<file path="src/rtl/fifo_pkg.sv">
// fifo_pkg: default FIFO geometry and the pointer-width helper shared by param_fifo and fifo_mem
package fifo_pkg;
  localparam int DEF_DATA_WIDTH = 8;
  localparam int DEF_DEPTH = 16;
  function automatic int ptr_width(input int depth);
    return $clog2(depth) + 1;
  endfunction
endpackage

</file>
<file path="src/rtl/fifo_mem.sv">
// fifo_mem: unreset word storage, one write port (we/waddr/wdata) and one registered read port (re/raddr -> q, holds when re=0)
module fifo_mem
  import fifo_pkg::*;
#(
  parameter int DATA_WIDTH = DEF_DATA_WIDTH,
  parameter int DEPTH = DEF_DEPTH,
  parameter int AW = $clog2(DEPTH)
) (
  input  logic                  clk,
  input  logic                  we,
  input  logic [AW-1:0]         waddr,
  input  logic [DATA_WIDTH-1:0] wdata,
  input  logic                  re,
  input  logic [AW-1:0]         raddr,
  output logic [DATA_WIDTH-1:0] q
);
  logic [DATA_WIDTH-1:0] mem [DEPTH];
  always_ff @(posedge clk) begin
    if (we) mem[waddr] <= wdata;
    if (re) q <= mem[raddr];
  end
endmodule

</file>
<file path="src/rtl/param_fifo.sv">
// param_fifo: sync FIFO (clock/reset; write_en/data_in; read_en -> data_out/data_valid next cycle; full/empty/almost flags, count; sticky overflow/underflow cleared by err_clr)
module param_fifo
  import fifo_pkg::*;
#(
  parameter int DATA_WIDTH = DEF_DATA_WIDTH,
  parameter int DEPTH = DEF_DEPTH,
  parameter int AF_LEVEL = DEPTH - 2,
  parameter int AE_LEVEL = 2
) (
  input  logic                         clock,
  input  logic                         reset,
  input  logic                         write_en,
  input  logic [DATA_WIDTH-1:0]        data_in,
  input  logic                         read_en,
  output logic [DATA_WIDTH-1:0]        data_out,
  output logic                         data_valid,
  output logic                         full,
  output logic                         empty,
  output logic                         almost_full,
  output logic                         almost_empty,
  output logic [ptr_width(DEPTH)-1:0]  count,
  output logic                         overflow,
  output logic                         underflow,
  input  logic                         err_clr
);
  localparam int PW = ptr_width(DEPTH);
  localparam int AW = PW - 1;
  logic [PW-1:0] wr_ptr, rd_ptr;
  logic [DATA_WIDTH-1:0] mem_q;
  logic rd_ok, wr_ok, out_ok;
  if ((DEPTH & (DEPTH - 1)) != 0 || DEPTH < 4 || AE_LEVEL >= AF_LEVEL) begin : g_bad_params
    $error("param_fifo: DEPTH must be a power of two >= 4 and AE_LEVEL < AF_LEVEL");
  end
  assign empty = wr_ptr == rd_ptr;
  assign full = wr_ptr[AW-1:0] == rd_ptr[AW-1:0] && wr_ptr[AW] != rd_ptr[AW];
  assign rd_ok = read_en & ~empty;
  assign wr_ok = write_en & (~full | rd_ok);
  assign almost_full = count >= PW'(AF_LEVEL);
  assign almost_empty = count <= PW'(AE_LEVEL);
  assign data_out = out_ok ? mem_q : '0;
  fifo_mem #(.DATA_WIDTH(DATA_WIDTH), .DEPTH(DEPTH), .AW(AW)) u_mem (
    .clk   (clock),
    .we    (wr_ok & ~reset),
    .waddr (wr_ptr[AW-1:0]),
    .wdata (data_in),
    .re    (rd_ok & ~reset),
    .raddr (rd_ptr[AW-1:0]),
    .q     (mem_q)
  );
  always_ff @(posedge clock) begin
    if (reset) begin
      wr_ptr <= '0;
      rd_ptr <= '0;
      count <= '0;
      data_valid <= 1'b0;
      out_ok <= 1'b0;
      overflow <= 1'b0;
      underflow <= 1'b0;
    end else begin
      wr_ptr <= wr_ok ? wr_ptr + PW'(1) : wr_ptr;
      rd_ptr <= rd_ok ? rd_ptr + PW'(1) : rd_ptr;
      count <= count + PW'(wr_ok) - PW'(rd_ok);
      data_valid <= rd_ok;
      out_ok <= out_ok | rd_ok;
      overflow <= (write_en & ~wr_ok) | (overflow & ~err_clr);
      underflow <= (read_en & empty) | (underflow & ~err_clr);
    end
  end
endmodule

</file>
<file path="config.mk">
export PLATFORM = sky130hd
export DESIGN_NAME = param_fifo
export DESIGN_NICKNAME = d
export VERILOG_FILES = /design/src/rtl/fifo_pkg.sv /design/src/rtl/fifo_mem.sv /design/src/rtl/param_fifo.sv
export SDC_FILE = /design/constraint.sdc
export NUM_CORES = 1
export LEC_CHECK = 0
export CAP_MARGIN = 20
export CORE_MARGIN = 2
export CORE_UTILIZATION = 30
export CTS_CLUSTER_DIAMETER = 40
export CTS_CLUSTER_SIZE = 12
export DETAILED_ROUTE_END_ITERATION = 10
export GPL_ROUTABILITY_DRIVEN = 1
export GPL_TIMING_DRIVEN = 0
export SETUP_SLACK_MARGIN = 0.02
export SLEW_MARGIN = 30
export SYNTH_ARGS = -nofsm -noshare
export SYNTH_HDL_FRONTEND = slang
export SYNTH_HIERARCHICAL = 1
export SYNTH_SLANG_ARGS = --single-unit
</file>
<file path="constraint.sdc">
create_clock -name clock -period 2.99 [get_ports clock]
set_input_delay 0.598 -clock clock [delete_from_list [all_inputs] [get_ports clock]]
set_output_delay 0.598 -clock clock [all_outputs]
set_load 0.03 [all_outputs]
</file>
-- After elaboration in Yosys (flattened, before gate mapping)
Memory sizes are Yosys's and may differ from the RTL's. A register that Yosys moved wholly into a read port is not among the register bits.
Cells that the tools add are included.
- register bits: 19
- RAM bits: 128
- input port bits: 13
- output and inout port bits: 20
- word-level logic and storage cells: 38
- memories kept: 1
- add/subtract/negate cells: 4
- magnitude comparators: 2
- equality and inequality tests: 3
- mux-type cells: 3
- bitwise logic cells: 17
- reductions and logical operators: 1
- memory list (name ; depth ; width ; rd ports ; clocked after memory_dff ; write ports ; line ; RTL):
    u_mem.mem ; 16 ; 8 ; 1 ; 1 ; 1 ; fifo_mem.sv:17 ; logic [DATA_WIDTH-1:0] mem [DEPTH];
- operator list (cell ; number):
    $add A5 B1 Y5 const B ; 2
    $and A1 B1 Y1 ; 8
    $mux W8 ; 1
    $add A5 B1 Y5 ; 1
    $eq A5 B5 Y1 ; 1
    $ge A5 B4 Y1 const B ; 1
    $le A5 B2 Y1 const B ; 1
    $not A1 Y1 ; 5
    $sub A5 B1 Y5 ; 1
    $eq A4 B4 Y1 ; 1
    $or A1 B1 Y1 ; 4
    $mux W1 ; 2
    $logic_and A1 B1 Y1 ; 1
    $ne A1 B1 Y1 ; 1

-- Longest topological paths before layout
- word-level depth: 8
- gate-level depth with buffers: 10
- gate-level depth less buffers: 10

-- Hierarchy
Netlist, hierarchy kept.
- modules (own cells, without submodules) (module ; instances ; cells an instance ; area each (um^2) ; seq. area each (um^2)):
    fifo_mem ; 1 ; 229 ; 5227.5 ; 4083.9
    param_fifo ; 1 ; 123 ; 1098.6 ; 380.4

-- Worst setup path after synthesis
No wires, ideal clock.
- path type: input-to-reg
- from: input read_en
- to: memory u_mem/mem[0][0] (netlist bit) (enable)
- setup time: 0.383 ns
- data arrival time: 2.168 ns
- required time: 2.607 ns
- slack: 0.439 ns
- stages on the path: 5
- buffers on the path: 1
- path through: clkbuf_2 > o31ai_4 > nor2_1 > or3b_2 > nor3_1
- cells in the longest elaborated chain, start to end: 6
- ends and longest elaborated chain (item ; line ; RTL):
    start, declared ; param_fifo.sv:14 ; input logic read_en,
    $and A1 B1 Y1 ; param_fifo.sv:36 ; assign rd_ok = read_en & ~empty;
    $or A1 B1 Y1 ; param_fifo.sv:37 ; assign wr_ok = write_en & (~full | rd_ok);
    $and A1 B1 Y1 ; param_fifo.sv:37 ;
    $and A1 B1 Y1 ; param_fifo.sv:43 ; .we (wr_ok & ~reset),
    $mux W1 ; fifo_mem.sv:19 ; if (we) mem[waddr] <= wdata;
    $mux W1 (not written as such) ; fifo_mem.sv:19 ;
    end, declared ; fifo_mem.sv:17 ;
No other way between the ends.

-- Worst setup path in the final report
- from: input write_en
- to: memory u_mem/mem[2][7] (netlist bit) (enable)
- cells in the longest elaborated chain, start to end: 4
- ends and longest elaborated chain (item ; line ; RTL):
    start, declared ; param_fifo.sv:12 ; input logic write_en,
    $and A1 B1 Y1 ; param_fifo.sv:37 ;
    $and A1 B1 Y1 ; param_fifo.sv:43 ;
    $mux W1 ; fifo_mem.sv:19 ;
    $mux W1 (not written as such) ; fifo_mem.sv:19 ;
No other way between the ends.

==> results_dict.tcl <==
set metrics [dict create \
    critPathCapture "u_mem/mem[2][7]" \
    wl_microns 12600 \
    skew_ps 6.81 \
    grt_pass1_wl_microns 19200 \
    syn_nets 377 \
    power_mw 5.61 \
    whs_ps 480 \
    setup.worst_path.start "write_en" \
    die_h_microns 149 \
    yosysSeqAreaShare 0.706 \
    hp-class "flop to flop" \
    cp.required_ps 3030 \
    final_nets 428 \
    hold_viol 0 \
    fin_crit_ps 2850 \
    synth_area_leaders "edfxtp_1 (65%), mux4_2 (6.4%), dfxtp_1 (6.0%), mux4_1 (5.8%), ha_1 (2.2%)" \
    io_pins 33 \
    cts_buffers 17 \
    tightestPinTransition_ps 902 \
    crit_fanout 8 \
    clkTransAtPathRegs_ps 60 \
    dr.pass1.iters 5 \
    cts_tree "yes" \
    outcome "complete, no violations" \
    vdd_drop_max_v 0.000415 \
    grt_max_degree 17 \
    post-synth-top-count-cell "edfxtp_1" \
    avgSynthCellArea_sq_um 18.0 \
    synth.distinct_cells 40 \
    async_reset_ff_frac 0 \
    clock-sinks 155 \
    htreeDepth 4 \
    die_width_microns 149 \
    cap_viol_max_count 0 \
    drc 0 \
    final_util 0.365 \
    dp_hpwl_microns 8180 \
    final.period_utilization 0.953 \
    coreArea_sq_um 20900 \
    end_kind "flop" \
    area_delta_synth_final_pct 20.5 \
    synth_cells 352 \
    clock_latency_ps 420 \
    finalNonFillerCells 690 \
    antenna_found_initial 0 \
    synthTopCellsByCount "edfxtp_1 (136), nor2_1 (35), dfxtp_1 (19), mux4_2 (18), a22oi_1 (17)" \
    wl_per_cell_microns 18.3 \
    viasPerCell 4.71 \
    startpoint_type "input pin" \
    root_buffer "clkbuf_16" \
    ys_warn_count 6 \
    rrSetupSlack_ps 240 \
    track_usage 0.120 \
    die-area_sq_um 22300 \
    first_iter_violations 251 \
    cp.arrival_ps 2890 \
    vias 3250 \
    grt_pass1_vias 3343 \
    path_class "input pin to flop" \
    rr_endpoint "u_mem/mem[2][7]" \
    rsz0062_at_grt "false" \
    hold_depth 2 \
    ys_seq_elements 155 \
    max_freq_mhz 351 \
    synthFlopType "edfxtp_1" \
    synth_top_area_share 0.646 \
    cts_buffer_depth 2 \
    rows 53 \
    synth_edf_count 136 \
    reg2reg_depth 6 \
    hold_buffers 0 \
    powerDensity_nw_per_um2 736 \
    r2r_start "rd_ptr[2]" \
    relSlewSlack 0.396 \
    power.leakage_nw 2.47 \
    finalSetupViolations 0 \
    port_buffers 31 \
    slew_viol_final 0 \
    postRouteAntennaNets 0 \
    diodes 0 \
    start_util 0.303 \
    syn-cell-area_sq_um 6330 \
    grt_overflow_total 0 \
    dp_slack_ps -318 \
    drive_gt1_frac 0.193 \
    place.gp.congestion 0.754 \
    dpl.cell_count 658 \
    setup_ws_ps 142 \
    synth_area_leader_cell "edfxtp_1" \
]
## logic make-up (layout without fill, tap and decap cells)
| group | Yosys count | in the layout | synth area share |
|---|---|---|---|
| simple gates | 79 | 79 | 0.0607 |
| xor+xnor | 15 | 15 | 0.0220 |
| compound gates | 34 | 34 | 0.0382 |
| fa+ha+maj | 12 | 12 | 0.0249 |
| mux | 35 | 35 | 0.127 |
| flops | 155 | 155 | 0.706 |
| buf+inv | 22 | 85 | 0.0216 |
## timing repair
| item | in CTS | in global routing |
|---|---|---|
| endpoints found under the setup margin | 20 | 18 |
| gates resized for setup | 3 | 11 |
| pin swaps | 0 | 1 |
| setup buffers | 0 | 1 |
## flip-flops by register name (all words and copies together) (netlist names)
register	flops
out_ok	1
wr_ptr	5
count	5
data_valid	1
u_mem/q	8
overflow	1
underflow	1
u_mem/mem	128
rd_ptr	5
## per-layer routing
| layer | GRT usage | share of wire | vias to the layer above | wire length, microns |
|---|---|---|---|---|
| li1 | - | - | 1490 | - |
| met1 | 0.155 | 0.45 | 1671 | 5640 |
| met2 | 0.195 | 0.49 | 80 | 6230 |
| met3 | 0.0346 | 0.047 | 9 | 597 |
| met4 | 0.0419 | 0.011 | 0 | 142 |
| met5 | 0 | 0 | - | 0 |
## power by group
group	internal (mW)	switching, mW	leakage [nW]	total, mW
Clock	1.30	0.810	0.281	2.11
Combinational	0.475	0.535	0.804	1.01
Sequential	2.43	0.0652	1.39	2.49
Total	4.20	1.41	2.47	5.61
## through the flow
step	TNS [ps]	instance area [sq um]
after floorplan	0	6330
after global placement	-21160	6980
after detailed placement	-9720	7000
after CTS	0	7580
after global routing	0	7620
final	0	7620
## critical path, stage by stage
cell and delay (ps):
clkdlybuf4s50_1 630, o31ai_4 160, nor2_1 310, or3b_2 550
nor2_1 630
## layout by cell type, fill, tap and decap left out, types with 3 or more instances in the layout
master,n
xor2_1,4
edfxtp_1,136
nor2b_1,4
nor3_2,4
and2_1,9
bufinv_16,3
buf_6,3
mux2i_1,3
dfxtp_2,6
inv_1,8
nand4_1,3
nor2_1,33
clkbuf_16,17
mux4_2,18
buf_4,3
clkdlybuf4s25_2,3
ha_1,11
a22oi_1,17
mux4_1,14
dfxtp_1,11
xnor2_1,9
nand2_1,12
clkdlybuf4s50_1,31
a21oi_1,10
clkbuf_1,3
clkinv_2,4
buf_2,3
## how the worst min path moves through the flow
stage,start,end
3_5_place_dp,overflow,overflow
2_1_floorplan,out_ok,out_ok
4_1_cts,overflow,overflow
3_3_place_gp,overflow,overflow
6_report,overflow,overflow
5_1_grt,overflow,overflow
## final cells by class
cell class / count / area [sq um]
fill: 1935 / 13300
sequential: 155 / 4480
multi-input combinational: 175 / 1770
clock buffer: 18 / 429
tap: 275 / 344
timing repair buffer: 32 / 318
clock inverter: 13 / 150
buffer: 14 / 106
inverter: 8 / 30.0
Power figures use the tool's default switching activity.
